`src/rtl/mips_prog_loader.sv`:
```
// Byte-stream instruction image loader: frames a length-prefixed, checksummed
// image into big-endian words and writes them to instruction memory from address 0.
module mips_prog_loader #(
    parameter int ADDR_W = 10,
    parameter int DEPTH  = 1024
) (
    input  logic              clk1,
    input  logic              rst_n,
    input  logic              start,
    input  logic              in_valid,
    input  logic [7:0]        in_data,
    output logic              in_ready,
    output logic              mem_we,
    output logic [ADDR_W-1:0] mem_addr,
    output logic [31:0]       mem_wdata,
    output logic              cpu_hold,
    output logic              load_done,
    output logic              load_err
);

    localparam logic [2:0] S_LEN_HI = 3'd0;
    localparam logic [2:0] S_LEN_LO = 3'd1;
    localparam logic [2:0] S_DATA   = 3'd2;
    localparam logic [2:0] S_CHECK  = 3'd3;
    localparam logic [2:0] S_DONE   = 3'd4;
    localparam logic [2:0] S_ERR    = 3'd5;

    localparam logic [16:0] DEPTH_W = 17'(DEPTH);

    logic [2:0]        state_q, state_d;
    logic [15:0]       len_q, len_d;
    logic [15:0]       word_cnt_q, word_cnt_d;
    logic [1:0]        byte_cnt_q, byte_cnt_d;
    logic [7:0]        csum_q, csum_d;
    // Holds the first three bytes of the word in flight; the 4th comes straight from in_data.
    logic [23:0]       asm_q, asm_d;
    logic              mem_we_q, mem_we_d;
    logic [ADDR_W-1:0] mem_addr_q, mem_addr_d;
    logic [31:0]       mem_wdata_q, mem_wdata_d;
    logic              cpu_hold_q, cpu_hold_d;
    logic              load_done_q, load_done_d;
    logic              load_err_q, load_err_d;
    logic [15:0]       len_rx;
    logic              take;

    // Handshake: a byte transfers on a rising edge where in_valid && in_ready;
    // in_ready depends only on state (low while rst_n is asserted), never on in_valid.
    always_comb begin
        in_ready = rst_n && ((state_q == S_LEN_HI) || (state_q == S_LEN_LO) ||
                             (state_q == S_DATA)   || (state_q == S_CHECK));
    end

    assign take   = in_valid && in_ready;
    assign len_rx = {len_q[15:8], in_data};

    always_comb begin
        state_d     = state_q;
        len_d       = len_q;
        word_cnt_d  = word_cnt_q;
        byte_cnt_d  = byte_cnt_q;
        csum_d      = csum_q;
        asm_d       = asm_q;
        mem_we_d    = 1'b0;
        mem_addr_d  = mem_addr_q;
        mem_wdata_d = mem_wdata_q;
        cpu_hold_d  = cpu_hold_q;
        load_done_d = load_done_q;
        load_err_d  = load_err_q;
        if (start) begin
            // Start wins over a byte in the same cycle and cancels any pending write.
            state_d     = S_LEN_HI;
            word_cnt_d  = 16'd0;
            byte_cnt_d  = 2'd0;
            csum_d      = 8'd0;
            load_done_d = 1'b0;
            load_err_d  = 1'b0;
            cpu_hold_d  = 1'b1;
        end else if (take) begin
            case (state_q)
                S_LEN_HI: begin
                    len_d[15:8] = in_data;
                    state_d     = S_LEN_LO;
                end
                S_LEN_LO: begin
                    len_d = len_rx;
                    if ({1'b0, len_rx} > DEPTH_W) begin
                        state_d    = S_ERR;
                        load_err_d = 1'b1;
                    end else if (len_rx == 16'd0) begin
                        state_d = S_CHECK;
                    end else begin
                        state_d = S_DATA;
                    end
                end
                S_DATA: begin
                    asm_d      = {asm_q[15:0], in_data};
                    csum_d     = csum_q + in_data;
                    byte_cnt_d = byte_cnt_q + 2'd1;
                    if (byte_cnt_q == 2'd3) begin
                        mem_we_d    = 1'b1;
                        mem_addr_d  = word_cnt_q[ADDR_W-1:0];
                        mem_wdata_d = {asm_q, in_data};
                        word_cnt_d  = word_cnt_q + 16'd1;
                        if (word_cnt_q + 16'd1 == len_q) begin
                            state_d = S_CHECK;
                        end
                    end
                end
                S_CHECK: begin
                    if (in_data == csum_q) begin
                        state_d     = S_DONE;
                        load_done_d = 1'b1;
                        cpu_hold_d  = 1'b0;
                    end else begin
                        state_d    = S_ERR;
                        load_err_d = 1'b1;
                    end
                end
                default: begin
                end
            endcase
        end
    end

    always_ff @(posedge clk1) begin
        if (!rst_n) begin
            state_q     <= S_LEN_HI;
            len_q       <= 16'd0;
            word_cnt_q  <= 16'd0;
            byte_cnt_q  <= 2'd0;
            csum_q      <= 8'd0;
            asm_q       <= 24'd0;
            mem_we_q    <= 1'b0;
            mem_addr_q  <= '0;
            mem_wdata_q <= 32'd0;
            cpu_hold_q  <= 1'b1;
            load_done_q <= 1'b0;
            load_err_q  <= 1'b0;
        end else begin
            state_q     <= state_d;
            len_q       <= len_d;
            word_cnt_q  <= word_cnt_d;
            byte_cnt_q  <= byte_cnt_d;
            csum_q      <= csum_d;
            asm_q       <= asm_d;
            mem_we_q    <= mem_we_d;
            mem_addr_q  <= mem_addr_d;
            mem_wdata_q <= mem_wdata_d;
            cpu_hold_q  <= cpu_hold_d;
            load_done_q <= load_done_d;
            load_err_q  <= load_err_d;
        end
    end

    assign mem_we    = mem_we_q;
    assign mem_addr  = mem_addr_q;
    assign mem_wdata = mem_wdata_q;
    assign cpu_hold  = cpu_hold_q;
    assign load_done = load_done_q;
    assign load_err  = load_err_q;

endmodule

```
`config.mk`:
```
export PLATFORM = sky130hd
export DESIGN_NAME = mips_prog_loader
export DESIGN_NICKNAME = d
export VERILOG_FILES = /design/src/rtl/mips_prog_loader.sv
export SDC_FILE = /design/constraint.sdc
export NUM_CORES = 1
export LEC_CHECK = 0
export ABC_AREA = 1
export ABC_CLOCK_PERIOD_IN_PS = 3140
export BUFFER_PORTS_ARGS = -buffer_cell sky130_fd_sc_hd__buf_2
export CAP_MARGIN = 20
export CORE_MARGIN = 2
export CORE_UTILIZATION = 55
export DETAILED_ROUTE_END_ITERATION = 12
export PLACE_DENSITY_LB_ADDON = 0.08
export SYNTH_ARGS = -nofsm -noshare
export SYNTH_HDL_FRONTEND = slang
export SYNTH_SLANG_ARGS = --single-unit
```
`constraint.sdc`:
```
create_clock -name clk1 -period 3.14 [get_ports clk1]
set_input_delay 0 -clock clk1 [delete_from_list [all_inputs] [get_ports clk1]]
set_output_delay 0 -clock clk1 [all_outputs]
set_load 0.005 [all_outputs]
```
==> results.toml <==
[placed_design]
gp_congestion = 0.934
dpl_cell_area_mm2 = 0.00548
dpl_worst_slack_ns = 0.494
io_buffers = 58
dp_hpwl_mm = 8.61

[worst_setup_path]
startpoint_type = "flop"
cp.arrival_ns = 3.08
path_max_fanout = 39
cp_data_required_time_ns = 3.54
reg2regPathDepth = 9
worstSetupEndpointType = "flop"
worst-setup-path-type = "reg -> reg"

[clock_tree]
cts_hold_buf = 15
clock_sink_count = 115
post-cts-setup-buffers = 0
cts_resized = 0
clockBufferDepth = 2
cts_buffers = 17
tritoncts = "built"
cts_root_buf = "clkbuf_8"
clk_latency_ns = 0.51
cts.htree.levels = 4
clk_pin_slew_ns = 0.06

[global_routing]
antenna_found_initial = 0
grt_max_degree = 69
grt_pass1_wl_mm = 21.2
grt_pass1_vias = 4401
overflow = 0
track_usage = 0.266

[hold_path]
holdPathStages = 4
hold_path_class = "in -> reg"

[die]
die_x_um = 101
core_area_mm2 = 0.00915
initial_utilization = 0.563
num_rows = 35
die_h_um = 101
die_area_mm2 = 0.0102
pin_count = 59

[layout]
diodes = 0
ff_latch_area_mm2 = 0.00230
fillers = 773
nNetsFinal = 793
fin_area_mm2 = 0.00626
syn_to_final_growth_pct = 21.5
layout-drive-gt1-share = 0.139
multiInputGateArea_mm2 = 0.00241
post-route-util = 0.684

[drt]
routed_wl_mm = 12.9
post_drt_wl_per_cell_um = 14.4
vias = 4801
drt-pass1-iter-count = 5
drt_iter0_markers = 266
vias_per_cell = 5.36
drc = 0
ant_nets = 0

[synthesis]
synthCells = 703
synth_area_leader_cell = "dfxtp_1"
syn_avg_cell_area_um2 = 7.34
ys_warn_count = 0
yosysMostFrequentCell = "nand2_1"
yosysSeqAreaShare = 0.446
synth_edf_count = 0
synth_seq_cells = 115
synth.cell_area_mm2 = 0.00516
ys.flop_type = "dfxtp_1"
yosys-top-cells-area = "dfxtp_1, nand2_1, o21ai_0, nor2_1, inv_1"
synthTopCellsByCount = "nand2_1, dfxtp_1, nor2_1"
netlist.area_leader.share = 0.446
synth_cell_type_count = 33
syn_nets = 725
async_flop_share = 0

[sta]
tightest_slew_ns = 0.571
finalSetupViolations = 0
slew_viol_final = 0
rsz0062_at_grt = "no"
tns_ns = 0
fmax_mhz = 374
fin_skew_ns = 0.00873
relSlewSlack = 0.619
layout_min_cycle_time_ns = 2.68
hold_viol = 0
min_period_over_period = 0.852
setup_ws_ns = 0.463

[power]
fin_total_pwr_uw = 3660
vdd_drop_max_mv = 0.401
power-per-cell-area_mw_per_mm2 = 584
leakagePower_uw = 0.00279

[outcome]
status = "complete, no violations"

[run]
drv_cap = 0
-- sequential cells by signal, indices dropped and copies added (netlist names), 2 cells and up --
name,flops
asm_q,24
mem_addr,10
byte_cnt_q,2
len_q,16
state_q,3
mem_wdata,32
csum_q,8
word_cnt_q,16
-- critical path: stages, from the launching register on --
cell     delay, ns
dfxtp_1       0.47
inv_2         0.07
nor3_2        0.28
nand2_4       0.18
nor2_8        0.32
inv_2         0.25
nor2_8        0.43
inv_2         0.29
nor2_1        0.20
nor2_1        0.07
-- worst paths after layout --
path	startpoint	slack, ns	to
max	state_q[1]	0.46	mem_wdata[27]
min	in_data[1]	0.38	len_q[1]
max reg2reg	state_q[1]	0.46	mem_wdata[27]
min reg2reg	load_done	0.45	load_done
-- metal layers --
layer	vias up	wire length [um]	part of all wire	global-route usage
li1	2454	-	-	-
met1	2180	5950	0.46	0.354
met2	151	5840	0.45	0.415
met3	16	886	0.069	0.0735
met4	0	219	0.017	0.0969
met5	-	0	0	0
-- report_power, final --
group	total [uW]	switching [uW]	internal [uW]
Sequential	1480	8.43	1470
Combinational	142	93.5	48.2
Clock	2040	720	1320
Total	3660	821	2840
-- layout by cell type, fill, tap and decap left out, drive strengths merged --
master and n:
xor2 8, buf 62, nor4 4, xnor2 1, nand4 9, a21oi 59
o21ai 92, clkinv 6, xor3 1, nor2 89, nor3 4, a31oi 5
dlygate4sd3 15, xnor3 2, nand2 130, inv 87, fa 1, a211oi 10
o2111ai 1, o211ai 3, clkinvlp 1, nand3 45, ha 9, nand3b 3
bufinv 4, clkbuf 18, dfxtp 115
-- stage by stage --
stage	hold slack, ns	cells
6_report	0.378	895
5_1_grt	0.395	895
4_1_cts	0.361	895
3_5_place_dp	0.350	848
3_3_place_gp	0.346	848
2_1_floorplan	0.113	703
-- cell type report --
class | count | area share
repair buffers | 77 | 0.0751
flip-flops and latches | 115 | 0.367
clock inverters | 14 | 0.0324
inverters | 84 | 0.0503
multi-input cells | 476 | 0.384
well taps | 111 | 0.0222
clock buffers | 18 | 0.0683
-- logic make-up (layout without fill, tap and decap cells) --
family,after synthesis,count (layout),synth area share
flops,115,115,0.446
compound gates,170,170,0.173
simple gates,284,284,0.239
buf+inv,112,193,0.0868
xor+xnor,12,12,0.0286
fa+ha+maj,10,10,0.0257
No activity file was read; power rests on OpenSTA's default activity.
